<file path="src/rtl/mem_stage_ctrl.sv">
// MEM stage controller: branch redirect, data-memory req/ack handshake, upstream stall, MEM/WB register.
// Optional access timeout enabled by defining MEM_TIMEOUT_EN.
`timescale 1ns/1ps
module mem_stage_ctrl #(
    parameter int ADDR_W         = 32,
    parameter int TIMEOUT_CYCLES = 64
) (
    input  logic              clk_EXMem,
    input  logic              rst_EXMem,
    input  logic              valid_in,
    input  logic [31:0]       ALU_in,
    input  logic [31:0]       Rs2_in,
    input  logic [31:0]       PC4_in,
    input  logic [31:0]       PC_imm_in,
    input  logic              zero_in,
    input  logic              Branch_in,
    input  logic              BranchN_in,
    input  logic              Jump_in,
    input  logic              MemRW_in,
    input  logic [1:0]        MemtoReg_in,
    input  logic              RegWrite_in,
    input  logic [4:0]        Rd_addr_in,
    input  logic [31:0]       inst_in,
    input  logic [31:0]       pc_in,
    output logic              dmem_req,
    output logic              dmem_we,
    output logic [ADDR_W-1:0] dmem_addr,
    output logic [31:0]       dmem_wdata,
    input  logic              dmem_ack,
    input  logic [31:0]       dmem_rdata,
    output logic              stall_out,
    output logic              redirect,
    output logic [31:0]       redirect_pc,
    output logic              wb_valid,
    output logic              wb_regwrite,
    output logic [4:0]        wb_rd,
    output logic [31:0]       wb_data,
    output logic [31:0]       wb_inst,
    output logic [31:0]       wb_pc,
    output logic              mem_err
);

    typedef enum logic {
        IDLE   = 1'b0,
        ACCESS = 1'b1
    } state_t;

    state_t      r_state;

    logic        r_pendLoad;
    logic        r_pendRegWrite;
    logic [4:0]  r_pendRd;
    logic [31:0] r_pendData;
    logic [31:0] r_pendInst;
    logic [31:0] r_pendPc;

    logic        w_memOp;
    logic        w_taken;
    logic [31:0] w_selData;

    assign w_memOp = valid_in & (MemRW_in | (MemtoReg_in == 2'b01));
    assign w_taken = valid_in & (Jump_in | (Branch_in & zero_in) | (BranchN_in & ~zero_in));

    // Load data (01) only arrives through the ACCESS path, so it falls to the ALU default here.
    always_comb begin
        w_selData = ALU_in;
        case (MemtoReg_in)
            2'b10:   w_selData = PC4_in;
            2'b11:   w_selData = PC_imm_in;
            default: w_selData = ALU_in;
        endcase
    end

    // Stall drops in the ack cycle so EX/MEM advances on the same edge the access completes.
    always_comb begin
        stall_out = 1'b0;
        if (!rst_EXMem) begin
            stall_out = ((r_state == IDLE) & w_memOp) | ((r_state == ACCESS) & ~dmem_ack);
        end
    end

`ifdef MEM_TIMEOUT_EN
    localparam int CNT_W = (TIMEOUT_CYCLES > 1) ? $clog2(TIMEOUT_CYCLES) : 1;
    localparam logic [CNT_W-1:0] CNT_LAST = CNT_W'(TIMEOUT_CYCLES - 1);
    logic [CNT_W-1:0] r_timeoutCnt;
`else
    assign mem_err = 1'b0 & (TIMEOUT_CYCLES == 0);
`endif

    always_ff @(posedge clk_EXMem or posedge rst_EXMem) begin
        if (rst_EXMem) begin
            r_state        <= IDLE;
            dmem_req       <= 1'b0;
            dmem_we        <= 1'b0;
            dmem_addr      <= '0;
            dmem_wdata     <= '0;
            redirect       <= 1'b0;
            redirect_pc    <= '0;
            wb_valid       <= 1'b0;
            wb_regwrite    <= 1'b0;
            wb_rd          <= '0;
            wb_data        <= '0;
            wb_inst        <= '0;
            wb_pc          <= '0;
            r_pendLoad     <= 1'b0;
            r_pendRegWrite <= 1'b0;
            r_pendRd       <= '0;
            r_pendData     <= '0;
            r_pendInst     <= '0;
            r_pendPc       <= '0;
`ifdef MEM_TIMEOUT_EN
            r_timeoutCnt   <= '0;
            mem_err        <= 1'b0;
`endif
        end else begin
            wb_valid    <= 1'b0;
            wb_regwrite <= 1'b0;
            redirect    <= 1'b0;
`ifdef MEM_TIMEOUT_EN
            mem_err     <= 1'b0;
`endif
            case (r_state)
                IDLE: begin
                    if (w_memOp) begin
                        r_state        <= ACCESS;
                        dmem_req       <= 1'b1;
                        dmem_we        <= MemRW_in;
                        dmem_addr      <= {ALU_in[ADDR_W-1:2], 2'b00};
                        dmem_wdata     <= Rs2_in;
                        r_pendLoad     <= (MemtoReg_in == 2'b01);
                        r_pendRegWrite <= RegWrite_in;
                        r_pendRd       <= Rd_addr_in;
                        r_pendData     <= w_selData;
                        r_pendInst     <= inst_in;
                        r_pendPc       <= pc_in;
`ifdef MEM_TIMEOUT_EN
                        r_timeoutCnt   <= '0;
`endif
                    end else if (valid_in) begin
                        wb_valid    <= 1'b1;
                        wb_regwrite <= RegWrite_in;
                        wb_rd       <= Rd_addr_in;
                        wb_data     <= w_selData;
                        wb_inst     <= inst_in;
                        wb_pc       <= pc_in;
                        if (w_taken) begin
                            redirect    <= 1'b1;
                            redirect_pc <= PC_imm_in;
                        end
                    end
                end
                ACCESS: begin
                    if (dmem_ack) begin
                        r_state     <= IDLE;
                        dmem_req    <= 1'b0;
                        dmem_we     <= 1'b0;
                        wb_valid    <= 1'b1;
                        wb_regwrite <= r_pendRegWrite;
                        wb_rd       <= r_pendRd;
                        wb_data     <= r_pendLoad ? dmem_rdata : r_pendData;
                        wb_inst     <= r_pendInst;
                        wb_pc       <= r_pendPc;
`ifdef MEM_TIMEOUT_EN
                    end else if (r_timeoutCnt == CNT_LAST) begin
                        // Abandoned access still retires so the pipeline drains, but never writes a register.
                        r_state     <= IDLE;
                        dmem_req    <= 1'b0;
                        dmem_we     <= 1'b0;
                        mem_err     <= 1'b1;
                        wb_valid    <= 1'b1;
                        wb_regwrite <= 1'b0;
                        wb_rd       <= r_pendRd;
                        wb_data     <= '0;
                        wb_inst     <= r_pendInst;
                        wb_pc       <= r_pendPc;
                    end else begin
                        r_timeoutCnt <= r_timeoutCnt + 1'b1;
`endif
                    end
                end
                default: r_state <= IDLE;
            endcase
        end
    end

endmodule

</file>
<file path="config.mk">
export PLATFORM = sky130hd
export DESIGN_NAME = mem_stage_ctrl
export DESIGN_NICKNAME = d
export VERILOG_FILES = /design/src/rtl/mem_stage_ctrl.sv
export SDC_FILE = /design/constraint.sdc
export NUM_CORES = 1
export LEC_CHECK = 0
export ABC_CLOCK_PERIOD_IN_PS = 12500
export CAP_MARGIN = 15
export CORE_MARGIN = 2
export CORE_UTILIZATION = 47
export CTS_CLUSTER_DIAMETER = 120
export DETAILED_ROUTE_END_ITERATION = 7
export PLACE_DENSITY = 0.82
export SYNTH_ARGS = -nofsm -noshare
export SYNTH_HDL_FRONTEND = slang
export SYNTH_SLANG_ARGS = --single-unit
export TNS_END_PERCENT = 30
</file>
<file path="constraint.sdc">
create_clock -name clk_EXMem -period 12.5 [get_ports clk_EXMem]
set_clock_uncertainty 0.05 [all_clocks]
set_input_delay 1.25 -clock clk_EXMem [delete_from_list [all_inputs] [get_ports clk_EXMem]]
set_output_delay 1.25 -clock clk_EXMem [all_outputs]
set_load 0.02 [all_outputs]
</file>
-- Word-level counts from Yosys, hierarchy flattened
Index checks and enable logic that the tools add are counted.
- register bits: 304
- word-level logic and storage cells: 83
- input port bits: 241
- output and inout port bits: 204
- reductions and logical operators: 4
- equal/unequal tests: 7
- bitwise operators: 14
- mux-type cells: 39
- operators with widths (operator ; count):
    $mux W32 ; 10
    $pmux W32 S2 ; 4
    $mux W1 ; 16
    $mux W5 ; 3
    $pmux W1 S2 ; 5
    $pmux W5 S2 ; 1
    $ne A2 B2 Y1 const B ; 4
    $and A1 B1 Y1 ; 6
    $eq A2 B2 Y1 const B ; 2
    $not A1 Y1 ; 4
    $or A1 B1 Y1 ; 4
    $reduce_and A2 Y1 ; 2
    $reduce_and A4 Y1 ; 1
    $reduce_and A3 Y1 ; 1
    $eq A2 B1 Y1 const B ; 1

-- Longest topological paths before layout
- depth after elaboration: 8
- depth in mapped cells: 8
- mapped depth without buffers: 4

-- Worst setup path after synthesis
OpenSTA, ideal clock, no wires.
- kind: input-to-output
- start point: input MemtoReg_in[1]
- end point: output stall_out
- data required time: 11.200 ns
- arrival: 2.447 ns
- slack: 8.753 ns
- path buffers: 4
- stages: 7
- cells stage by stage: buf_2 -> nor2b_4 -> buf_6 -> o21bai_2 -> buf_2 -> buf_2 -> a21oi_1
- longest elaborated chain between the ends: 6
- ends and longest elaborated chain (what ; line ; source):
    start, declared ; 20 ; input logic [1:0] MemtoReg_in,
    $eq A2 B1 Y1 ; 61 ; assign w_memOp = valid_in & (MemRW_in | (MemtoReg_in == 2'b01));
    $or A1 B1 Y1 ; 61 ;
    $and A1 B1 Y1 ; 61 ;
    $and A1 B1 Y1 ; 78 ; stall_out = ((r_state == IDLE) & w_memOp) | ((r_state == ACCESS) & ~dmem_ack);
    $or A1 B1 Y1 ; 78 ;
    $mux W1 ; 77 ; if (!rst_EXMem) begin
    end, declared ; 31 ; output logic stall_out,
Every way passes these cells.

-- Worst setup path after layout
Same ends and word-level chain as after synthesis.

==> impl_metrics.csv <==
group,metric,value,unit
clock_network,cts_setup_buffers,0,
timing,min_period_over_period,37.6,%
worst_setup_path,crit_arrival,3.40,ns
job,max-cap-violations,0,
timing,max_freq,0.213,GHz
timing,fin_crit,4.70,ns
yosys,synth_seq_cells,304,
yosys,yosysTopAreaCell,"dfrtp_1",
clock_network,cts_tree,"built",
detailed_routing,wire_per_inst,22.0,um
timing,worst_pin_slew,1.05,ns
clock_network,clock_sinks,304,
hold_path,min_path_type,"flop to flop",
place,place_ws,7.82,ns
hold_path,whs_path_depth,1,
timing,tns,0,ns
clock_network,hold_buffers,0,
timing,hold_viol_final,0,
yosys,synthTopCellsByCount,"mux2_2, dfrtp_1, clkbuf_1",
clock_network,clock_path_buffers,3,
yosys,ys_async_sr_fraction,100,%
finish,fin_nets,1660,
yosys,netlist_area,13900,sq um
worst_setup_path,startpoint_type,"primary input",
floorplan,die_w,176,um
detailed_routing,dr.first_iter.drc_count,542,
yosys,synth_edf_count,0,
detailed_routing,drt-total-wl,40.3,mm
timing,max_slew_margin,30.2,%
finish,drive_gt1_share,27.7,%
detailed_routing,drt_first_pass_iters,5,
yosys,ys.flop_type,"dfrtp_1",
worst_setup_path,cp-end-kind,"output pin",
yosys,yosysSeqAreaShare,54.6,%
yosys,synth_area_leaders,"dfrtp_1, mux2_2, mux2i_1",
clock_network,path_clk_slew,0.06,ns
power,vdd_ir_drop_max,0.137,mV
timing,rsz0062_at_grt,"false",
hold_path,min-delay-start,"redirect_pc[24]",
power,cellLeakagePower,8.21,nW
yosys,synth.most_common_cell,"mux2_2",
timing,final_max_slew_viol_count,0,
grt,grt_start_max_net_pins,167,
grt,gr-total-overflow,0,
power,p_per_area,192,nW/um^2
clock_network,cts-resized-gates,0,
timing,finalSetupViolCount,0,
worst_setup_path,regToRegSetupSlack,9.88,ns
clock_network,clkLatencyLatePin,0.51,ns
grt,antenna_found_initial,3,
detailed_routing,antenna_left,0,
yosys,yosysWarnings,0,
grt,grtUsageTotal,25.5,%
floorplan,core,29400,sq um
timing,setup_slack,7.80,ns
worst_setup_path,rr_worst_depth,6,
floorplan,core.rowCount,63,
run_status,outcome,"finished clean",
floorplan,io_pins,445,
yosys,synth_top_area_share,54.6,%
worst_setup_path,required,11.20,ns
finish,design_area,19700,sq um
finish,finalNonFillerCells,1834,
yosys,postSynthAreaPerCell,13.8,sq um
detailed_routing,drcViolationCount,0,
grt,grt_pass1_vias,10800,
detailed_routing,detail_route.vias_per_cell,5.55,
clock_network,h-tree-depth,2,
power,p_total,3.78,mW
worst_setup_path,reg2reg_from,"r_state",
place,hpwl,27.2,mm
place,dp_cells,1771,
grt,grt_first_pass_wirelength,62.0,mm
detailed_routing,vias,10200,
worst_setup_path,r2r_end,"wb_pc[18]",
worst_setup_path,crit_fanout,37,
worst_setup_path,worstSetupPathType,"primary input to output pin",
clock_network,cts_root_buffer,"clkbuf_16",
place,gp_congestion,0.835,
place,placed_area,18600,sq um
hold_path,holdPathEnd,"redirect_pc[24]",
floorplan,dieArea,31100,sq um
yosys,netlist_instances,1008,
clock_network,cts_buffers,35,
floorplan,start_util,47.4,%
finish,fill_cells,2141,
finish,syn_to_final_growth,41.2,%
place,portBuffers,441,
yosys,yosys.cell_types.count,31,
floorplan,die_y,176,um
==> power breakdown <==
group | leakage (nW) | switching (mW) | internal (mW)
Combinational | 4.06 | 0.637 | 0.723
Sequential | 3.60 | 0.163 | 1.28
Clock | 0.537 | 0.392 | 0.591
==> state kept, by name, indices dropped and copies added (netlist names), 5 cells and up <==
name,flops
r_pendInst,32
dmem_addr,30
wb_rd,5
wb_data,32
dmem_wdata,32
r_pendData,32
redirect_pc,32
r_pendRd,5
wb_inst,32
wb_pc,32
r_pendPc,32
==> cells by family after synthesis <==
group	Yosys count	share of synthesized area (%)
muxes	367	29.3
DFF	304	54.6
and+or+nand+nor	73	3.24
AOI/OAI and AO/OA	169	9.52
other	1	0.0269
buffers and inverters	94	3.30
==> cell type report <==
type                    instances  area (sq um)  area share, %
repair buffers                457          4550           23.1
diodes                          2          5.00         0.0254
multi-input cells             612          5890           29.9
flip-flops and latches        304          7610           38.7
clock inverters                 4          52.6          0.267
well taps                     390           488           2.48
clock buffers                  56          1040           5.31
inverters                       9          41.3          0.210
==> layer usage <==
metal	wire length, um	up-vias	GRT usage (%)
met5	9	-	0
met3	3860	90	8.68
met4	1630	2	10.0
li1	-	4547	-
met2	19900	427	43.9
met1	14900	5114	29.3
==> worst max-delay path by stage <==
stage / start / to / slack, ns / cells after the start
finish: MemtoReg_in[1] / stall_out / 7.80 / 7
global route: MemtoReg_in[1] / stall_out / 7.71 / 7
CTS: MemtoReg_in[1] / stall_out / 7.82 / 7
detailed placement: MemtoReg_in[1] / stall_out / 7.82 / 7
global placement: MemtoReg_in[1] / stall_out / 7.85 / 7
floorplan: rst_EXMem / dmem_addr[10] / 2.80 / 1
==> placed cells by master, fill, tap and decap left out, types with 2 or more instances in the layout <==
master and count:
a211oi_1 32, inv_2 3, mux2_1 9, clkdlybuf4s50_1 440, nor2b_1 32, o21ai_0 33
o311ai_0 32, dfrtp_1 302, clkbuf_8 9, conb_1 3, buf_4 14, diode_2 2
inv_1 5, o31ai_1 32, a21oi_1 2, mux2i_1 33, nand2b_1 33, clkbuf_16 35
mux2_2 325, buf_12 2, nand2_1 5, o211a_1 32, clkbuf_1 12
==> per-stage QoR <==
stage	hold slack [ns]	util (%)
after floorplan	0.421	-
final	0.442	67.0
after detailed placement	0.426	63.1
after CTS	0.447	66.9
after global placement	0.412	63.1
after global routing	0.452	67.0
==> worst max-delay path, cell delays in order <==
cell,delay [ns]
clkdlybuf4s50_1,0.41
buf_4,0.27
nor2b_4,0.15
buf_4,0.40
o21bai_4,0.11
a21oi_1,0.15
clkdlybuf4s50_1,0.63
(Power assumes the default switching activity.)
